[src/rtl/jk_register_bank_if.sv]
// Signal bundle for jk_register_bank: JK/enable/load stimulus in, cell state and change status out.
// There is no handshake: the master drives inputs every cycle and the slave updates outputs every clk edge.
interface jk_register_bank_if #(
    parameter int WIDTH = 8,
    parameter int CNT_W = 16
);
    logic             en;
    logic [WIDTH-1:0] j;
    logic [WIDTH-1:0] k;
    logic             load;
    logic [WIDTH-1:0] d;
    logic             clr_cnt;
    logic [WIDTH-1:0] q;
    logic [WIDTH-1:0] q_n;
    logic             changed;
    logic [CNT_W-1:0] change_cnt;

    modport master (
        output en, j, k, load, d, clr_cnt,
        input  q, q_n, changed, change_cnt
    );

    modport slave (
        input  en, j, k, load, d, clr_cnt,
        output q, q_n, changed, change_cnt
    );
endinterface

[src/rtl/jk_register_bank.sv]
// Bank of WIDTH independent JK cells with optional j/k/en synchroniser,
// parallel load, registered change flag and saturating change counter.
module jk_register_bank #(
    parameter int               WIDTH       = 8,
    parameter logic [WIDTH-1:0] RST_VAL     = {WIDTH{1'b0}},
    parameter int               SYNC_STAGES = 0,
    parameter int               CNT_W       = 16
) (
    input logic               clk,
    input logic               rst,
    jk_register_bank_if.slave bus
);

    logic [WIDTH-1:0] j_p;
    logic [WIDTH-1:0] k_p;
    logic             en_p;

    generate
        if (SYNC_STAGES == 0) begin : g_nosync
            assign j_p  = bus.j;
            assign k_p  = bus.k;
            assign en_p = bus.en;
        end else begin : g_sync
            logic [SYNC_STAGES-1:0][WIDTH-1:0] j_pipe_q;
            logic [SYNC_STAGES-1:0][WIDTH-1:0] j_pipe_d;
            logic [SYNC_STAGES-1:0][WIDTH-1:0] k_pipe_q;
            logic [SYNC_STAGES-1:0][WIDTH-1:0] k_pipe_d;
            logic [SYNC_STAGES-1:0]            en_pipe_q;
            logic [SYNC_STAGES-1:0]            en_pipe_d;

            always_comb begin
                j_pipe_d[0]  = bus.j;
                k_pipe_d[0]  = bus.k;
                en_pipe_d[0] = bus.en;
                for (int s = 1; s < SYNC_STAGES; s++) begin
                    j_pipe_d[s]  = j_pipe_q[s-1];
                    k_pipe_d[s]  = k_pipe_q[s-1];
                    en_pipe_d[s] = en_pipe_q[s-1];
                end
            end

            // Clearing the pipe on reset discards any command still in flight.
            always_ff @(posedge clk or posedge rst) begin
                if (rst) begin
                    j_pipe_q  <= '0;
                    k_pipe_q  <= '0;
                    en_pipe_q <= '0;
                end else begin
                    j_pipe_q  <= j_pipe_d;
                    k_pipe_q  <= k_pipe_d;
                    en_pipe_q <= en_pipe_d;
                end
            end

            assign j_p  = j_pipe_q[SYNC_STAGES-1];
            assign k_p  = k_pipe_q[SYNC_STAGES-1];
            assign en_p = en_pipe_q[SYNC_STAGES-1];
        end
    endgenerate

    logic [WIDTH-1:0] q_q;
    logic [WIDTH-1:0] q_d;
    logic             changed_q;
    logic             changed_d;
    logic [CNT_W-1:0] cnt_q;
    logic [CNT_W-1:0] cnt_d;

    always_comb begin
        q_d = q_q;
        if (bus.load) begin
            q_d = bus.d;
        end else if (en_p) begin
            // JK characteristic: 00 hold, 01 clear, 10 set, 11 toggle.
            q_d = (j_p & ~q_q) | (~k_p & q_q);
        end
    end

    always_comb begin
        changed_d = (q_d != q_q);
        cnt_d     = cnt_q;
        if (bus.clr_cnt) begin
            cnt_d = '0;
        end else if (changed_d && (cnt_q != {CNT_W{1'b1}})) begin
            cnt_d = cnt_q + CNT_W'(1);
        end
    end

    always_ff @(posedge clk or posedge rst) begin
        if (rst) begin
            q_q       <= RST_VAL;
            changed_q <= 1'b0;
            cnt_q     <= '0;
        end else begin
            q_q       <= q_d;
            changed_q <= changed_d;
            cnt_q     <= cnt_d;
        end
    end

    assign bus.q          = q_q;
    assign bus.q_n        = ~q_q;
    assign bus.changed    = changed_q;
    assign bus.change_cnt = cnt_q;

endmodule

[src/flat_wrapper.sv]
// flat-port wrapper written by rule: the top's interface ports become plain ports
module jk_register_bank_flat 
#(
    parameter int               WIDTH       = 8,
    parameter logic [WIDTH-1:0] RST_VAL     = {WIDTH{1'b0}},
    parameter int               SYNC_STAGES = 0,
    parameter int               CNT_W       = 16
)
  (clk, rst, bus_en, bus_j, bus_k, bus_load, bus_d, bus_clr_cnt, bus_q, bus_q_n, bus_changed, bus_change_cnt);
  jk_register_bank_if #(.WIDTH(WIDTH), .CNT_W(CNT_W)) bus_i ();
  input logic clk;
  input logic rst;
  input wire logic [$bits(bus_i.en)-1:0] bus_en;
  input wire logic [$bits(bus_i.j)-1:0] bus_j;
  input wire logic [$bits(bus_i.k)-1:0] bus_k;
  input wire logic [$bits(bus_i.load)-1:0] bus_load;
  input wire logic [$bits(bus_i.d)-1:0] bus_d;
  input wire logic [$bits(bus_i.clr_cnt)-1:0] bus_clr_cnt;
  output wire logic [$bits(bus_i.q)-1:0] bus_q;
  output wire logic [$bits(bus_i.q_n)-1:0] bus_q_n;
  output wire logic [$bits(bus_i.changed)-1:0] bus_changed;
  output wire logic [$bits(bus_i.change_cnt)-1:0] bus_change_cnt;
  assign bus_i.en = bus_en;
  assign bus_i.j = bus_j;
  assign bus_i.k = bus_k;
  assign bus_i.load = bus_load;
  assign bus_i.d = bus_d;
  assign bus_i.clr_cnt = bus_clr_cnt;
  assign bus_q = bus_i.q;
  assign bus_q_n = bus_i.q_n;
  assign bus_changed = bus_i.changed;
  assign bus_change_cnt = bus_i.change_cnt;
  jk_register_bank #(.WIDTH(WIDTH), .RST_VAL(RST_VAL), .SYNC_STAGES(SYNC_STAGES), .CNT_W(CNT_W)) u_core (.clk(clk), .rst(rst), .bus(bus_i));
endmodule
[config.mk]
export PLATFORM = sky130hd
export DESIGN_NAME = jk_register_bank_flat
export DESIGN_NICKNAME = d
export VERILOG_FILES = /design/src/rtl/jk_register_bank_if.sv /design/src/rtl/jk_register_bank.sv /design/src/flat_wrapper.sv
export SDC_FILE = /design/constraint.sdc
export NUM_CORES = 1
export LEC_CHECK = 0
export ABC_AREA = 1
export CAP_MARGIN = 20
export CORE_UTILIZATION = 30
export CTS_CLUSTER_SIZE = 14
export DETAILED_ROUTE_END_ITERATION = 10
export DONT_BUFFER_PORTS = 1
export SETUP_SLACK_MARGIN = 0.05
export SLEW_MARGIN = 0
export SYNTH_ARGS = -nofsm -noshare
export SYNTH_HDL_FRONTEND = slang
export SYNTH_SLANG_ARGS = --single-unit
[constraint.sdc]
create_clock -name clk -period 4.3 [get_ports clk]
set_clock_uncertainty 0.1 [all_clocks]
set_input_delay 0.43 -clock clk [delete_from_list [all_inputs] [get_ports clk]]
set_output_delay 0.43 -clock clk [all_outputs]
set_load 0.02 [all_outputs]
==> flow_results.org, run 1 <==
** Outcome
- Run status :: completed

** Route
- Routed WL per cell :: about 12 um
- Remaining number of nets flagged by the antenna check after routing :: 0
- The first routing iteration left 15 violations.
- Detailed routing inserted a total of 1604 vias.
- First drt pass iteration count :: 4
- In the routed layout, each cell is associated on average with a via count of 4.890.
- The routed design has 4.097 mm of wire.
- DRC errors left :: 0

** Power
- VDD sags by at most 0.0001574 V.
- Static leakage :: between 1 and 1.5 nW
- In this run the power density over the cells is 262.2 mW/mm2.
- Overall power consumption after layout is estimated at 0.5040 mW.

** Global routing
- Gr usage total :: 13.18%
- Wire length of the first global-routing pass :: 6.665 mm
- Vias in the first global route :: approximately 1500
- Final global-route overflow total :: 0
- Maximum number of pins on one net before global-route repair :: 33
- The number of antenna violations at the first check in global routing came to 0.

** Floorplan
- In this run the standard cell core region covers ~0.0059 mm2.
- Row count :: 28
- Width of the chip :: 80.01 um
- Total I/O pin count :: 62
- Die outline height :: 80.01 um
- Once the floorplan was initialized, standard cells occupied around 31% of the core.
- Die Area :: between 0.006 and 0.007 mm2

** Finish
- At the end of the flow, the number of nets in the layout was 284.
- Post-route cell area :: 0.001922 mm2
- The top cell types in the final layout, fill and taps aside, are 74 x nand2_1, 48 x nand3_1, 28 x inv_1.
- Non-filler instance count after layout :: 328
- Most frequent standard cell in the layout excluding fill and tap cells :: nand2_1
- Fraction of layout instances using a drive strength above 1 :: 10.67%
- The area growth from synthesis to layout is 5.277%.
- The repair_antennas step left the layout with diodes totalling 0.
- Fraction of the core area covered by cells at the end of the flow :: 32.65%

** STA
- For the pin with the worst max-slew slack, the measured transition is 885.6 ps.
- After layout, the worst setup slack is approximately 1900 ps.
- Worst hold slack :: 191.1 ps
- The final number of hold-violating endpoints came to 0.
- Setup total negative slack on the finished layout was measured at 0 ps.
- Maximum clock frequency :: 0.4108 GHz
- The final number of max-transition violations was 0.
- Setup violations remaining at the end of the flow were counted as 0.
- Post-route minimum period :: 2434 ps
- The worst path uses 56.62% of the clock period.
- Setup repair after global routing left no endpoint under its margin.
- The worst pin sits at a relative slew slack of 40.90%.

** Placement
- Half-perimeter wire length after detailed placement :: 3.048 mm
- IO Port Bufs :: 0
- Final GP Congestion :: 0.7872
- Cell total after placement :: 322
- Placed Area :: around 0.0018 mm2
- At the placement stage, the worst setup path has a slack of between 1500 and 2000 ps.

** Clock tree
- Cts bufs inserted :: 3
- Count of H-tree levels built during CTS :: 1
- TritonCTS built the clock tree.
- The tree is rooted in a clkbuf_8.
- Post-CTS Setup Bufs :: 0
- Clk sinks :: 25
- The clock reaches the later pin of the worst-skew pair after between 200 and 300 ps.
- Clock-pin slew was measured on the worst setup and hold paths at around 100 ps.
- Number of buffers on the longest clock path :: 2

** Worst setup path
- STA classifies the critical path startpoint as a flop.
- STA puts the critical path data arrival time at roughly 2500 ps.
- Endpoint class of the critical path :: flop
- In this run the worst path has a maximum fanout of 17.
- Data on the critical path is required at its endpoint by 4410 ps.
- CP Class :: flop to flop

** Min path
- Hold Crit Class :: input port to flop

** Synthesis
- The average instance in the mapped netlist occupies 7.076 um2.
- Number of warnings reported in the yosys synthesis log :: 0
- Cell count after synthesis :: 258
- Synthesis produced a netlist with a net count of 288.
- Yosys reg bits :: 25
- By area the synthesized netlist is led by dfrtp_1 34%, nand2_1 15%, nand3_1 13%.
- Library cell with the largest summed area after synthesis :: dfrtp_1
- Sequential cells were found to cover between 30% and 40% of the synthesized design area.
- Of the post-synthesis cell area, the dominant cell type holds around a third.
- The netlist uses 28 different library cells.
- The mapped netlist covers 0.001826 mm2.

** Run
- Max-cap violations in this run came to 0.
-- worst max-delay path: stages, from the launching register on --
cell and delay (ps):
dfrtp_1 540, ha_1 220, nand2_1 70, inv_2 80, nand2_2 80, nor2_4 120
nand2_2 90, nor2_4 110, nand4_2 390, nand2_4 370, nand3_1 100, nand2_1 100
-- kinds of logic after synthesis --
| group | share of synthesized area, % |
|---|---|
| xor+xnor | 5.757 |
| buf+inv | 10.90 |
| flops | 34.27 |
| compound gates | 0.4114 |
| fa+ha+maj | 0.6853 |
| simple gates | 47.98 |
-- report_power, final --
part           leakage [nW]  total (mW)  switching, mW  internal, mW
combinational         0.694      0.0881         0.0589        0.0292
clock                0.0255       0.145         0.0800        0.0649
sequential            0.324       0.271         0.0262         0.245
total                  1.04       0.504          0.165         0.339
-- timing repair --
action,4_1_cts,5_1_grt
resized for setup,0,0
hold endpoints to repair,0,8
hold buffers,0,1
-- metal layers --
metal,global-route usage (%),part of all wire (%)
met5,0,0
met4,1.607,0.44
met2,24.79,48
met1,14.48,42
met3,4.571,9.1
-- final cells by class --
class | count | area [um2]
fillers | 667 | 3964
multi-input cells | 192 | 1001
flip-flops and latches | 25 | 625.6
inverters | 30 | 117.6
well taps | 75 | 93.84
clock buffers | 3 | 41.29
repair buffers | 2 | 37.54
clock inverters | 1 | 5.005
-- Yosys cell counts, drive strengths merged --
cell and count:
and2 1, buf 10, clkbuf 1, dfrtp 25
ha 1, inv 30, nand2 84, nand3 52
nand4 18, nor2 17, nor3 1, o211ai 1
or2 5, xnor2 1, xor2 11
-- registers in the layout, indices dropped and copies added (netlist names) --
name,count
u_core.bus.change_cnt,16
u_core.bus.q,8
u_core.bus.changed,1
-- path summary, 6_finish.rpt --
check	slack, ps	depth (start not counted)	startpoint	endpoint
worst max register to register	1870	11	u_core.bus.change_cnt[0]	u_core.bus.change_cnt[10]
max in group asynchronous	3170	3	rst	u_core.bus.change_cnt[12]
min in group asynchronous	490	2	rst	u_core.bus.q[7]
worst min-delay path	190	2	bus_load	u_core.bus.q[1]
worst max-delay path	1870	11	u_core.bus.change_cnt[0]	u_core.bus.change_cnt[10]
worst min register to register	600	2	u_core.bus.change_cnt[14]	u_core.bus.change_cnt[14]
Note: power is estimated with default switching activity, not from simulation.
==> run 2: changes to the inputs <==
==> constraint.sdc (replaced) <==
create_clock -name clk -period 2.45 [get_ports clk]
set_clock_uncertainty 0.1 [all_clocks]
set_input_delay 0.245 -clock clk [delete_from_list [all_inputs] [get_ports clk]]
set_output_delay 0.245 -clock clk [all_outputs]
set_load 0.02 [all_outputs]
==> flow_results.org, run 2 (synthesized netlist as in run 1, its figures left out) <==
** Outcome
- The run finished with clean final reports.

** Power
- Power per cell area :: about 440 mW/mm2
- Maximum VDD drop :: 0.0002670 V
- The design draws 0.8818 mW.
- The analysis attributes to cell leakage a power of ~1.1 nW.

** STA
- The final number of max-transition violations was 0.
- Counting I/O delays and the setup requirement, the final critical path takes 2049 ps.
- Headroom to the max-slew limit came out at 41.81%.
- Unrepaired setup endpoints after global routing :: no
- Final worst-path cycle share :: between 80% and 90%
- Worst hold slack :: 14.80 ps
- Slew at the pin closest to its max-slew limit :: between 800 and 900 ps
- Worst setup slack after layout :: ~400 ps
- Based on the critical path, the design can be clocked at up to 0.4880 GHz.
- Setup TNS :: 0 ps
- Hold Vio Cnt, Final :: 0
- Endpoints failing setup :: 0

** Global routing
- Vias in the first global route :: 1592
- Entering global routing, the biggest net connects 33 pins.
- The first global-routing pass estimated slightly above 7 mm of wire.
- Met1 Usage GRT :: 16.33%
- Global routing used about 4.2% of the available met3 tracks.
- Layer carrying the most global-route usage :: met2
- In the global route stage, met2 resource usage came out at between 20% and 30%.
- Global routing used 13.84% of the available tracks across all layers.
- Final global-route overflow total :: 0
- The number of antenna violations at the first check in global routing came to 0.

** Placement
- The congestion estimate from routability-driven global placement came to slightly above 0.8.
- Prior to clock tree synthesis, the placed netlist has a worst setup slack of 396.1 ps.
- Port buffering added 0 buffers.
- Placed Area :: 0.001958 mm2
- Detailed placement finished with a half-perimeter wire length of 3.210 mm.
- In this run, placement finished with an instance count of 338.

** Route
- Once detail routing completed, the nets flagged for antenna violations numbered 0.
- Using the TritonRoute via totals, the vias-per-cell ratio works out to 4.790.
- Routed WL per cell :: 12.22 um
- DRC errors left :: 0
- First drt pass iteration count :: 4
- For this block, the routed nets add up to roughly 4.2 mm of wire.
- In this run, the number of DRC markers left after iteration 0 of detailed routing was 28.
- Via count of the routed design :: 1643

** Worst setup path
- STA puts the critical path data required time at 2560 ps.
- Cell occurring most often along the worst timing path :: nand2_1
- Crit path max fanout :: 18
- CP Class :: flop to flop
- Critical path's largest stage delay :: roughly 520 ps
- Together, buffers and inverters on the worst path number 2.
- On the critical path, the stage with the largest delay is an instance of dfrtp_1.
- At the worst endpoint, the arrival time is 2160 ps.
- Walking the worst path, the cells encountered are inv_1 > nand2_1 > nand3_1 > nand3_1 > nand2_1 > inv_1 > nand2_1 > nor2_2 > nand2_4 > nand2_4 > nand3_1 > nand2_1.
- Gate family responsible for the most delay along the worst path :: simple AND/OR/NAND/NOR gates
- STA classifies the critical path endpoint as a flop.
- Startpoint type of the worst setup path :: flop

** Finish
- Most frequent standard cell in the layout excluding fill and tap cells :: nand2_1
- In the final design database the tool counted 299 nets.
- Registers take about 630 um2.
- Once layout is complete, the cells apart from fillers number 343.
- Highest-count cells in the layout ignoring fill and taps :: 74 x nand2_1, 48 x nand3_1, 28 x inv_1
- Synth-to-layout area growth :: 10.28%
- The layout has 648 filler cells.
- Fraction of layout instances using a drive strength above 1 :: between 10% and 20%
- Number of flip-flops under the largest register name :: 16
- Cells fill 34.20% of the core in the end.
- Area of combinational cells with multiple inputs :: 0.001001 mm2
- 0 antenna diodes ended up in the layout.
- After routing the design area is roughly 0.002 mm2.

** Clock tree
- Count of H-tree levels built during CTS :: 1
- Clock latency on the worst-skew pair :: 270 ps
- Root buffer cell :: clkbuf_8
- Counting the buffers created by CTS gives 3.
- Clk sinks :: 25
- Register clock-pin slew on the reported worst setup and hold paths :: roughly 80 ps
- In this run the post-CTS setup repair buffer count came out at 0.
- TritonCTS built the clock tree.
- The clock passes through at most 2 buffers.

** Floorplan
- The total area inside the core boundary comes to 0.005886 mm2.
- Row count :: 28
- Total I/O pin count :: 62
- Once the floorplan was initialized, standard cells occupied 31.02% of the core.
- Measured along the y axis, the die boundary spans 80.01 um.
- Die Area :: 0.006401 mm2
- In this run the horizontal extent of the chip is around 80 um.

** Min path
- Hold Crit Class :: input port to flop

** Run
- Max-cap violation count :: 0
[run 2: cell count changes in the layout (fill, tap and decap cells not counted)]
cell / previous run / this run
buf_16: 1 / 0
clkinv_2: 1 / 0
buf_4: 0 / 16
clkbuf_1: 0 / 1
[run 2: power breakdown]
part | total, mW | internal (mW) | switching [mW] | leakage (nW)
Clock | 0.243 | 0.116 | 0.127 | 0.0228
Sequential | 0.463 | 0.430 | 0.0331 | 0.324
Combinational | 0.176 | 0.0574 | 0.118 | 0.765
Total | 0.882 | 0.603 | 0.278 | 1.11
[run 2: area by class of cell]
cell class                      count  area share (%)
Timing Repair Buffer               17           6.464
Sequential cell                    25           31.08
Inverter                           30           5.842
Multi-Input combinational cell    192           49.72
Tap cell                           75           4.661
Clock buffer                        4           2.237
[run 2: path summary, 6_finish.rpt]
path                                           from                        end  slack, ps  cells past startpoint
setup / recovery                    u_core.bus.q[1]  u_core.bus.change_cnt[13]        400                     12
hold / removal                             bus_load            u_core.bus.q[3]         10                      2
setup reg to reg                    u_core.bus.q[1]  u_core.bus.change_cnt[13]        400                     12
hold reg to reg            u_core.bus.change_cnt[1]   u_core.bus.change_cnt[1]        560                      3
max in group asynchronous                       rst   u_core.bus.change_cnt[9]       1640                      3
min in group asynchronous                       rst   u_core.bus.change_cnt[5]        370                      3
[run 2: timing repair]
item	in CTS	in global routing
hold buffers	1	0
hold endpoints to repair	25	0
gates resized for setup	0	0
[run 2: per-layer routing]
layer	share of wire (%)	vias to the layer above
li1	-	852
met1	44	731
met2	46	56
met3	8.5	4
met4	0.72	0
met5	0	-
[run 2: worst register-to-register path, cell delays in order, from the launching register on]
cell and delay [ps]:
dfrtp_1 520, inv_1 220, nand2_1 110, nand3_1 90, nand3_1 80, nand2_1 50, inv_1 40, nand2_1 50
nor2_2 140, nand2_4 170, nand2_4 210, nand3_1 110, nand2_1 100
